**config.mk**
```make
export PLATFORM = sky130hd
export DESIGN_NAME = ip_dst_extract
export DESIGN_NICKNAME = d
export VERILOG_FILES = /design/src/rtl/ip_dst_extract_pkg.sv /design/src/rtl/fallthrough_small_fifo.sv /design/src/rtl/ip_dst_extract.sv
export SDC_FILE = /design/constraint.sdc
export NUM_CORES = 1
export LEC_CHECK = 0
export CAP_MARGIN = 15
export CELL_PAD_IN_SITES_DETAIL_PLACEMENT = 1
export CELL_PAD_IN_SITES_GLOBAL_PLACEMENT = 2
export CORE_MARGIN = 3
export CORE_UTILIZATION = 24
export DETAILED_ROUTE_END_ITERATION = 6
export PLACE_DENSITY = 0.8
export REMOVE_ABC_BUFFERS = 1
export SLEW_MARGIN = 10
export SYNTH_ARGS = -nofsm -noshare
export SYNTH_HDL_FRONTEND = slang
export SYNTH_SLANG_ARGS = --single-unit
```
**constraint.sdc**
```tcl
create_clock -name clk -period 2.15 [get_ports clk]
set_clock_uncertainty 0.15 [all_clocks]
set_input_delay 0.43 -clock clk [delete_from_list [all_inputs] [get_ports clk]]
set_output_delay 0.43 -clock clk [all_outputs]
set_load 0.005 [all_outputs]
```
**src/rtl/ip_dst_extract_pkg.sv**
```systemverilog
// Shared constants, slice offsets and types for destination-IP extraction.
// Offsets are bit positions within a 256-bit stream word, byte 0 at the MSBs.
package ip_dst_extract_pkg;

    localparam logic [15:0] ETHERTYPE_IPV4 = 16'h0800;
    localparam logic [7:0]  IPV4_VER_IHL   = 8'h45;

    localparam int ETHERTYPE_LSB = 144;  // word 1, tdata[159:144]
    localparam int VER_IHL_LSB   = 136;  // word 1, tdata[143:136]
    localparam int DST_HI_LSB    = 0;    // word 1, tdata[15:0]
    localparam int DST_LO_LSB    = 240;  // word 2, tdata[255:240]

    typedef enum logic {
        ST_IDLE    = 1'b0,
        ST_HAVE_HI = 1'b1
    } state_t;

    typedef struct packed {
        logic [31:0] dst_ip;
        logic        is_ipv4;
    } ip_entry_t;

    function automatic logic is_plain_ipv4(input logic [255:0] w);
        return (w[ETHERTYPE_LSB +: 16] == ETHERTYPE_IPV4) &&
               (w[VER_IHL_LSB +: 8] == IPV4_VER_IHL);
    endfunction

endpackage

```
**src/rtl/fallthrough_small_fifo.sv**
```systemverilog
// First-word-fall-through FIFO; a write is visible at the head the next cycle.
// A write into a full FIFO without a same-cycle read is dropped and flagged sticky.
module fallthrough_small_fifo #(
    parameter int WIDTH          = 33,
    parameter int MAX_DEPTH_BITS = 2
) (
    input  logic             clk,
    input  logic             reset,
    input  logic [WIDTH-1:0] din,
    input  logic             wr_en,
    input  logic             rd_en,
    output logic [WIDTH-1:0] dout,
    output logic             empty,
    output logic             nearly_full,
    output logic             overflow
);
    localparam int DEPTH = 1 << MAX_DEPTH_BITS;

    typedef logic [MAX_DEPTH_BITS:0]   cnt_t;
    typedef logic [MAX_DEPTH_BITS-1:0] ptr_t;

    localparam cnt_t CNT_FULL = cnt_t'(DEPTH);
    localparam cnt_t CNT_NF   = cnt_t'(DEPTH - 1);
    localparam cnt_t CNT_ONE  = cnt_t'(1);
    localparam ptr_t PTR_ONE  = ptr_t'(1);

    logic [WIDTH-1:0] mem_q [DEPTH];
    ptr_t wr_ptr_q, wr_ptr_d;
    ptr_t rd_ptr_q, rd_ptr_d;
    cnt_t count_q, count_d;
    logic overflow_q, overflow_d;
    logic pop, push;

    assign empty       = (count_q == '0);
    assign nearly_full = (count_q >= CNT_NF);
    assign overflow    = overflow_q;
    assign dout        = mem_q[rd_ptr_q];

    // A full FIFO still accepts a write when the head leaves in the same cycle.
    assign pop  = rd_en && !empty;
    assign push = wr_en && ((count_q != CNT_FULL) || pop);

    always_comb begin
        wr_ptr_d   = wr_ptr_q;
        rd_ptr_d   = rd_ptr_q;
        count_d    = count_q;
        overflow_d = overflow_q;
        if (push) begin
            wr_ptr_d = wr_ptr_q + PTR_ONE;
        end
        if (pop) begin
            rd_ptr_d = rd_ptr_q + PTR_ONE;
        end
        case ({push, pop})
            2'b10:   count_d = count_q + CNT_ONE;
            2'b01:   count_d = count_q - CNT_ONE;
            default: count_d = count_q;
        endcase
        if (wr_en && !push) begin
            overflow_d = 1'b1;
        end
    end

    always_ff @(posedge clk) begin
        if (push) begin
            mem_q[wr_ptr_q] <= din;
        end
    end

    always_ff @(posedge clk) begin
        if (reset) begin
            wr_ptr_q   <= '0;
            rd_ptr_q   <= '0;
            count_q    <= '0;
            overflow_q <= 1'b0;
        end else begin
            wr_ptr_q   <= wr_ptr_d;
            rd_ptr_q   <= rd_ptr_d;
            count_q    <= count_d;
            overflow_q <= overflow_d;
        end
    end

endmodule

```
**src/rtl/ip_dst_extract.sv**
```systemverilog
// Captures the IPv4 destination address split across packet words 1 and 2 and queues one result per packet.
// Result visible the cycle after the strobe; the stream is never stalled, results overflowing the FIFO are dropped.
module ip_dst_extract
    import ip_dst_extract_pkg::*;
#(
    parameter int C_S_AXIS_DATA_WIDTH = 256,
    parameter int FIFO_DEPTH_BITS     = 2
) (
    input  logic                           clk,
    input  logic                           reset,
    input  logic [C_S_AXIS_DATA_WIDTH-1:0] tdata,
    input  logic                           valid,
    input  logic                           tlast,
    input  logic                           word_IP_DST_HI,
    input  logic                           word_IP_DST_LO,
    output logic [31:0]                    dst_ip_dout,
    output logic                           is_ipv4_dout,
    input  logic                           dst_ip_rd_en,
    output logic                           dst_ip_empty,
    output logic                           dst_ip_nearly_full,
    output logic                           overflow
);
    state_t      state_q, state_d;
    logic [15:0] ip_hi_q, ip_hi_d;
    logic        v4_q, v4_d;
    logic        push;
    ip_entry_t   push_entry;
    ip_entry_t   head;
    logic        unused_tdata;

    // Only a few byte lanes matter; the rest of the word is intentionally ignored.
    assign unused_tdata = ^tdata;

    always_comb begin
        state_d    = state_q;
        ip_hi_d    = ip_hi_q;
        v4_d       = v4_q;
        push       = 1'b0;
        push_entry = '0;
        case (state_q)
            ST_IDLE: begin
                if (valid && word_IP_DST_HI) begin
                    if (tlast) begin
                        // Packet ends before the low half arrives: emit a null entry to keep one result per packet.
                        push = 1'b1;
                    end else begin
                        ip_hi_d = tdata[DST_HI_LSB +: 16];
                        v4_d    = is_plain_ipv4(tdata);
                        state_d = ST_HAVE_HI;
                    end
                end
            end
            ST_HAVE_HI: begin
                if (valid && word_IP_DST_LO) begin
                    push               = 1'b1;
                    push_entry.dst_ip  = {ip_hi_q, tdata[DST_LO_LSB +: 16]};
                    push_entry.is_ipv4 = v4_q;
                    state_d            = ST_IDLE;
                end
            end
            default: state_d = ST_IDLE;
        endcase
    end

    always_ff @(posedge clk) begin
        if (reset) begin
            state_q <= ST_IDLE;
            ip_hi_q <= '0;
            v4_q    <= 1'b0;
        end else begin
            state_q <= state_d;
            ip_hi_q <= ip_hi_d;
            v4_q    <= v4_d;
        end
    end

    fallthrough_small_fifo #(
        .WIDTH          ($bits(ip_entry_t)),
        .MAX_DEPTH_BITS (FIFO_DEPTH_BITS)
    ) u_result_fifo (
        .clk         (clk),
        .reset       (reset),
        .din         (push_entry),
        .wr_en       (push),
        .rd_en       (dst_ip_rd_en),
        .dout        (head),
        .empty       (dst_ip_empty),
        .nearly_full (dst_ip_nearly_full),
        .overflow    (overflow)
    );

    assign dst_ip_dout  = head.dst_ip;
    assign is_ipv4_dout = head.is_ipv4;

endmodule
```
==> results of run 1 <==
Yosys cell counts, types with 4 or more instances:
cell and number:
nand2_1 33, inv_1 8, mux4_2 33, buf_2 7, edfxtp_1 132, xor2_1 4, clkbuf_1 8, and2_1 37
a21oi_1 20, nor2_1 11, ha_1 5, dfxtp_1 28
registers in the layout (all words and copies together), names as in the netlist, named ones only:
register and flops:
state_q 1, ip_hi_q 16, u_result_fifo.rd_ptr_q 2, u_result_fifo.mem_q 132, v4_q 1, u_result_fifo.wr_ptr_q 2, u_result_fifo.count_q 3, u_result_fifo.overflow 1
cell type report:
class	instances	area, um^2
inverter	8	30.0
tap	330	413
timing repair buffer	140	1450
clock inverter	11	131
clock buffer	21	450
sequential	160	4530
fill	2586	16700
multi-input combinational	171	1640
worst min-delay path: stages:
cell and delay, ps:
dlymetal6s2s_1 170, nand2_1 80, a21oi_1 60, nor2_1 80
cells by family (layout without fill, tap and decap cells):
group                    after synthesis  count (layout)
XOR/XNOR                               4               4
multiplexers                          35              35
AND/OR/NAND/NOR                       99              99
AO/OA/AOI/OAI                         27              27
adder cells (fa/ha/maj)                6               6
flip-flops                           160             160
buffers and inverters                 27             180
metal layers:
| layer | vias up | global-route usage |
|---|---|---|
| met5 | - | 0 |
| met1 | 1798 | 0.127 |
| met3 | 21 | 0.0294 |
| met4 | 0 | 0.0301 |
| li1 | 1645 | - |
| met2 | 106 | 0.181 |
metrics by stage:
stage	utilization	cell area (um^2)	cells	setup WS (ps)
final	0.342	8650	841	-185
after global routing	0.342	8650	841	-265
after CTS	0.337	8530	836	-216
after detailed placement	0.312	7910	793	-808
after global placement	0.312	7910	793	-607
after floorplan	-	6130	339	-575
power breakdown:
group / switching (W) / internal (W)
logic: 0.000580 / 0.000938
clock network: 0.00119 / 0.00175
registers: 0.0000606 / 0.00340
worst max path at each step:
stage / endpoint / slack [ps] / from / depth (start not counted)
2_1_floorplan: dst_ip_dout[0] / -580 / flip-flop / 1
3_3_place_gp: u_result_fifo.count_q[2] / -610 / dst_ip_rd_en / 10
3_5_place_dp: u_result_fifo.count_q[2] / -810 / dst_ip_rd_en / 10
4_1_cts: dst_ip_dout[19] / -220 / flip-flop / 4
5_1_grt: dst_ip_dout[1] / -260 / flip-flop / 4
6_report: dst_ip_dout[1] / -180 / flip-flop / 4
timing repair:
item | CTS | global route
pin swaps | 7 | 6
setup buffers | 9 | 6
gates cloned | 3 | 0
gates resized for setup | 156 | 23
endpoints found under the setup margin | 37 | 36
==> metrics.cfg, run 1 <==
[outcome]
outcome = complete, but fails checks
violations = setup timing

[floorplanning]
io_pins = 299
num_rows = 58
die-area_mm2 = 0.0279
core-area_mm2 = 0.0253
die_h_um = 167
start_util = 0.246
fp.dieW_um = 167

[timing]
timing.setup.tns_ps = -4270
fin_crit_ps = 2330
slew_headroom = 0.686
finalHoldViolations = 0
final_max_slew_viol_count = 0
whs_ps = 281
fin_ws_ps = -185
finalCritPeriodShare = 1.09
setup_viol = 34
fmax_mhz = 428
max_slew.worst_pin.slew_ps = 465
rsz0062_at_grt = true

[worst_setup_path]
crit_chain = buf_6 -> buf_16 -> mux4_2 -> buf_2
reg2regPathDepth = 9
cp_data_required_time_ps = 1570
arrival_ps = 1750
cp-end-kind = output port
ff2ff_setup_slack_ps = -40
critPathBufInv = 3
r2r-start = u_result_fifo.count_q[0]
crit_slowest_cell = mux4_2
cp_max_fo = 5
regToRegEndpoint = u_result_fifo.count_q[2]
max_stage_delay_ps = 500
cp_top_family = multiplexers
critPathLaunchType = flip-flop
crit_type = flip-flop to output port

[synth]
synth_edf_count = 132
synth_top_family_by_area = multiplexers
ys_ff_latch = 160
synth_compound_area_frac = 0.0257
yosysSeqAreaShare = 0.727
synth_top_area_share = 0.637
netlist_area_mm2 = 0.00622
synthAdderAreaFrac = 0.0133
synth-simple-area-share = 0.0863
yosysTopAreaCell = edfxtp_1
synth_xor_area_frac = 0.00563
postSynthAreaPerCell_um2 = 17.4
ys_warn_count = 0
async_reset_ff_frac = 0
synthCells = 358
ys_types = 38
synthMuxAreaShare = 0.123
ys.flop_type = edfxtp_1
synth_area_leaders = edfxtp_1 64%, mux4_2 12%, dfxtp_1 9.0%

[global_routing]
grt_antenna_before_repair = 0
grt.total_usage = 0.104
grt_start_max_net_pins = 34
grt_pass1_wl_um = 22400
overflow = 0
first_global_vias = 4056

[routing]
wl_met1_um = 6260
route.met2.wl_um = 7230
via_per_inst = 4.24
firstDrtPassIters = 4
wire_per_inst_um = 17.1
drt-total-wl_um = 14400
drc_errors = 0
route.antenna.remaining_nets = 0
vias = 3570
drt_iter0_drc = 253
met3_length_um = 672
top_layer = met4

[clock_tree]
clock_sinks = 160
clockBufferDepth = 2
worst_skew_pair.late_latency_ps = 420
cts_root_buf = clkbuf_16
ctsHtreeMaxLevel = 4
hold_buffers = 0
numCtsBuffers = 17
cts_tree = done
clk_pin_slew_worst_paths_ps = 60

[pwr]
total_power_w = 0.00791
leakage_nw = 3.04
ir_drop_mv = 0.466
power_density_mw_per_mm2 = 915

[worst_hold_path]
hold_path.class = primary input to flip-flop
worstHoldStart = valid
holdPathEnd = state_q
holdPathStages = 4

[final_layout]
mostFrequentLayoutCells = 132 x edfxtp_1, 62 x clkdlybuf4s50_1, 33 x and2_1, 33 x mux4_2, 33 x nand2_1
layout-drive-gt1-share = 0.309
nets = 767
insertedDiodeCount = 0
area_growth_pct = 39.0
layout_commonest_cell = edfxtp_1

[placed_design]
gp_congestion = 0.726
dp_hpwl_um = 9580
io_buffers = 98

[run]
max-cap-violations = 0

Note: power is estimated with default switching activity, not from simulation.
==> inputs of run 2 (changes only) <==
Settings changed: CORE_UTILIZATION 24 to 27, PLACE_DENSITY 0.8 to 0.85.
Clock period 2.15 ns to 2.6 ns, I/O delays scaled along.
==> run 2 against run 1 <==
The flow now finishes without violations. Cell area is 2.7% lower. Utilization is 3.7 points higher. Clock power is 20% lower. Cell count is 7.4% lower. Critical path depth stayed put. Die area is 11% lower. Critical endpoint is now dst_ip_dout[19]. Largest power group unchanged.
==> metrics.cfg, run 2 (synthesis gave the netlist of run 1 again) <==
[global_routing]
first_global_vias = 4005  ; -1.3%
overflow = 0  ; unchanged
grt.total_usage = 0.119  ; +0.0145
grt_start_max_net_pins = 34  ; unchanged
grt_pass1_wl_um = 22100  ; -1.8%
grt_antenna_before_repair = 0  ; unchanged

[placed_design]
io_buffers = 98  ; unchanged
dp_cells = 737  ; -7.1%
gp_congestion = 0.694  ; -4.4%
dp_hpwl_um = 8830  ; -7.8%
dp_worst_setup_slack_ps = -438  ; +370 ps

[worst_setup_path]
cp_data_required_time_ps = 1930  ; +360 ps
arrival_ps = 1840  ; +90 ps
cp_max_fo = 6  ; +1
cp-end-kind = output port
critPathLaunchType = flip-flop
crit_type = flip-flop to output port

[final_layout]
finalNonFillerCells = 779  ; -7.4%
top_register = u_result_fifo.mem_q
nets = 755  ; -1.6%
layout-drive-gt1-share = 0.222  ; -0.0868
area_growth_pct = 35.3
mostFrequentLayoutCells = 132 x edfxtp_1, 64 x clkdlybuf4s50_1, 33 x and2_1, 33 x mux4_2, 33 x nand2_1
insertedDiodeCount = 0  ; unchanged
largest_register_ffs = 132  ; unchanged
layout_commonest_cell = edfxtp_1
reg_top3 = u_result_fifo.mem_q (132), ip_hi_q (16), u_result_fifo.count_q (3)

[routing]
via_per_inst = 4.47  ; +5.3%
wire_per_inst_um = 18.0  ; +5.7%
met3_length_um = 663  ; -1.3%
wl_met1_um = 6160  ; -1.6%
route.met2.wl_um = 7160  ; -0.94%
drt_iter0_drc = 146  ; -42%
drc_errors = 0  ; unchanged
firstDrtPassIters = 4  ; unchanged
drt-total-wl_um = 14100  ; -2.1%
route.antenna.remaining_nets = 0  ; unchanged
vias = 3482  ; -2.5%
top_layer = met4

[floorplanning]
core-area_mm2 = 0.0222  ; -12%
io_pins = 299  ; unchanged
start_util = 0.280  ; +0.0342
fp.dieW_um = 158  ; -5.5%
num_rows = 54  ; -6.9%
die_h_um = 158  ; -5.5%
die-area_mm2 = 0.0249  ; -11%

[outcome]
outcome = finished, final reports clean

[clock_tree]
cts_root_buf = clkbuf_16
clk_pin_slew_worst_paths_ps = 70  ; about the same
clockBufferDepth = 2  ; unchanged
clock_sinks = 160  ; unchanged
cts_tree = done
worst_skew_pair.late_latency_ps = 420  ; about the same
numCtsBuffers = 17  ; unchanged
ctsHtreeMaxLevel = 4  ; unchanged

[timing]
finalHoldViolations = 0  ; unchanged
setup_viol = 0  ; -100%
fmax_mhz = 399
fin_ws_ps = 91.5  ; +276 ps
max_slew.worst_pin.slew_ps = 450  ; -15.5 ps
whs_ps = 300  ; +18.8 ps
rsz0062_at_grt = false
slew_headroom = 0.696  ; +0.0105
fin_crit_ps = 2510
final_max_slew_viol_count = 0  ; unchanged
finalCritPeriodShare = 0.965

[pwr]
power_density_mw_per_mm2 = 748  ; -18%
swShare = 0.237  ; +0.00628
power_frac_clock = 0.372  ; about the same
ir_drop_mv = 0.347  ; -26%
power_frac_comb = 0.174  ; -0.018
leakage_nw = 2.94  ; -3.2%
p_seq_frac = 0.455  ; +0.018
switching_power_w = 0.00150  ; -18%
p_int_w = 0.00481  ; -21%

[run]
max-cap-violations = 0  ; unchanged

[worst_hold_path]
hold_path.class = flip-flop to flip-flop

==> run 2: final cells by class <==
type | count | area [um^2]
fill | 2217 | 13800
clock buffer | 18 | 429
timing repair buffer | 128 | 1360
tap | 280 | 350
clock inverter | 14 | 131
multi-input combinational | 171 | 1590
sequential | 160 | 4530
inverter | 8 | 30.0
==> run 2: repair_timing <==
item	in CTS	in global routing
hold buffers	0	0
pin swaps	0	1
setup buffers	8	0
gates cloned	3	0
setup endpoints to repair	33	24
resized for setup	66	20
==> run 2: path summary, 6_finish.rpt <==
path / startpoint / to / slack (ps) / cells past startpoint
hold / removal: ip_hi_q[11] / ip_hi_q[11] / 300 / 2
hold reg to reg: ip_hi_q[11] / ip_hi_q[11] / 300 / 2
setup reg to reg: u_result_fifo.count_q[0] / u_result_fifo.count_q[2] / 170 / 9
setup / recovery: flip-flop / dst_ip_dout[19] / 90 / 4
==> run 2: routing by layer <==
metal | track usage | vias up
li1 | - | 1622
met2 | 0.208 | 99
met1 | 0.146 | 1753
met5 | 0 | -
met3 | 0.0377 | 8
met4 | 0.0236 | 0
==> run 2: power by group through the flow <==
stage,clock network [W],logic (W),registers [W]
6_report,0.00234,0.00109,0.00287
5_1_grt,0.00254,0.00120,0.00287
4_1_cts,0.00242,0.00116,0.00286
3_5_place_dp,0,0.000956,0.00290
3_3_place_gp,0,0.000923,0.00289
2_1_floorplan,0,0.000364,0.00298
==> run 2: worst max-delay path, cell delays in order (launching register included) <==
cell and delay [ps]:
dfxtp_4 400, buf_12 150, buf_4 130, mux4_2 490, clkdlybuf4s15_1 250
==> run 2: through the flow <==
step	util	instance area [um^2]	TNS [ps]	total power, W
floorplan	-	6130	-7100	0.00334
global placement	0.348	7730	-412	0.00382
detailed placement	0.348	7730	-700	0.00386
CTS	0.379	8420	-147	0.00644
global route	0.379	8420	0	0.00661
finish	0.379	8420	0	0.00630
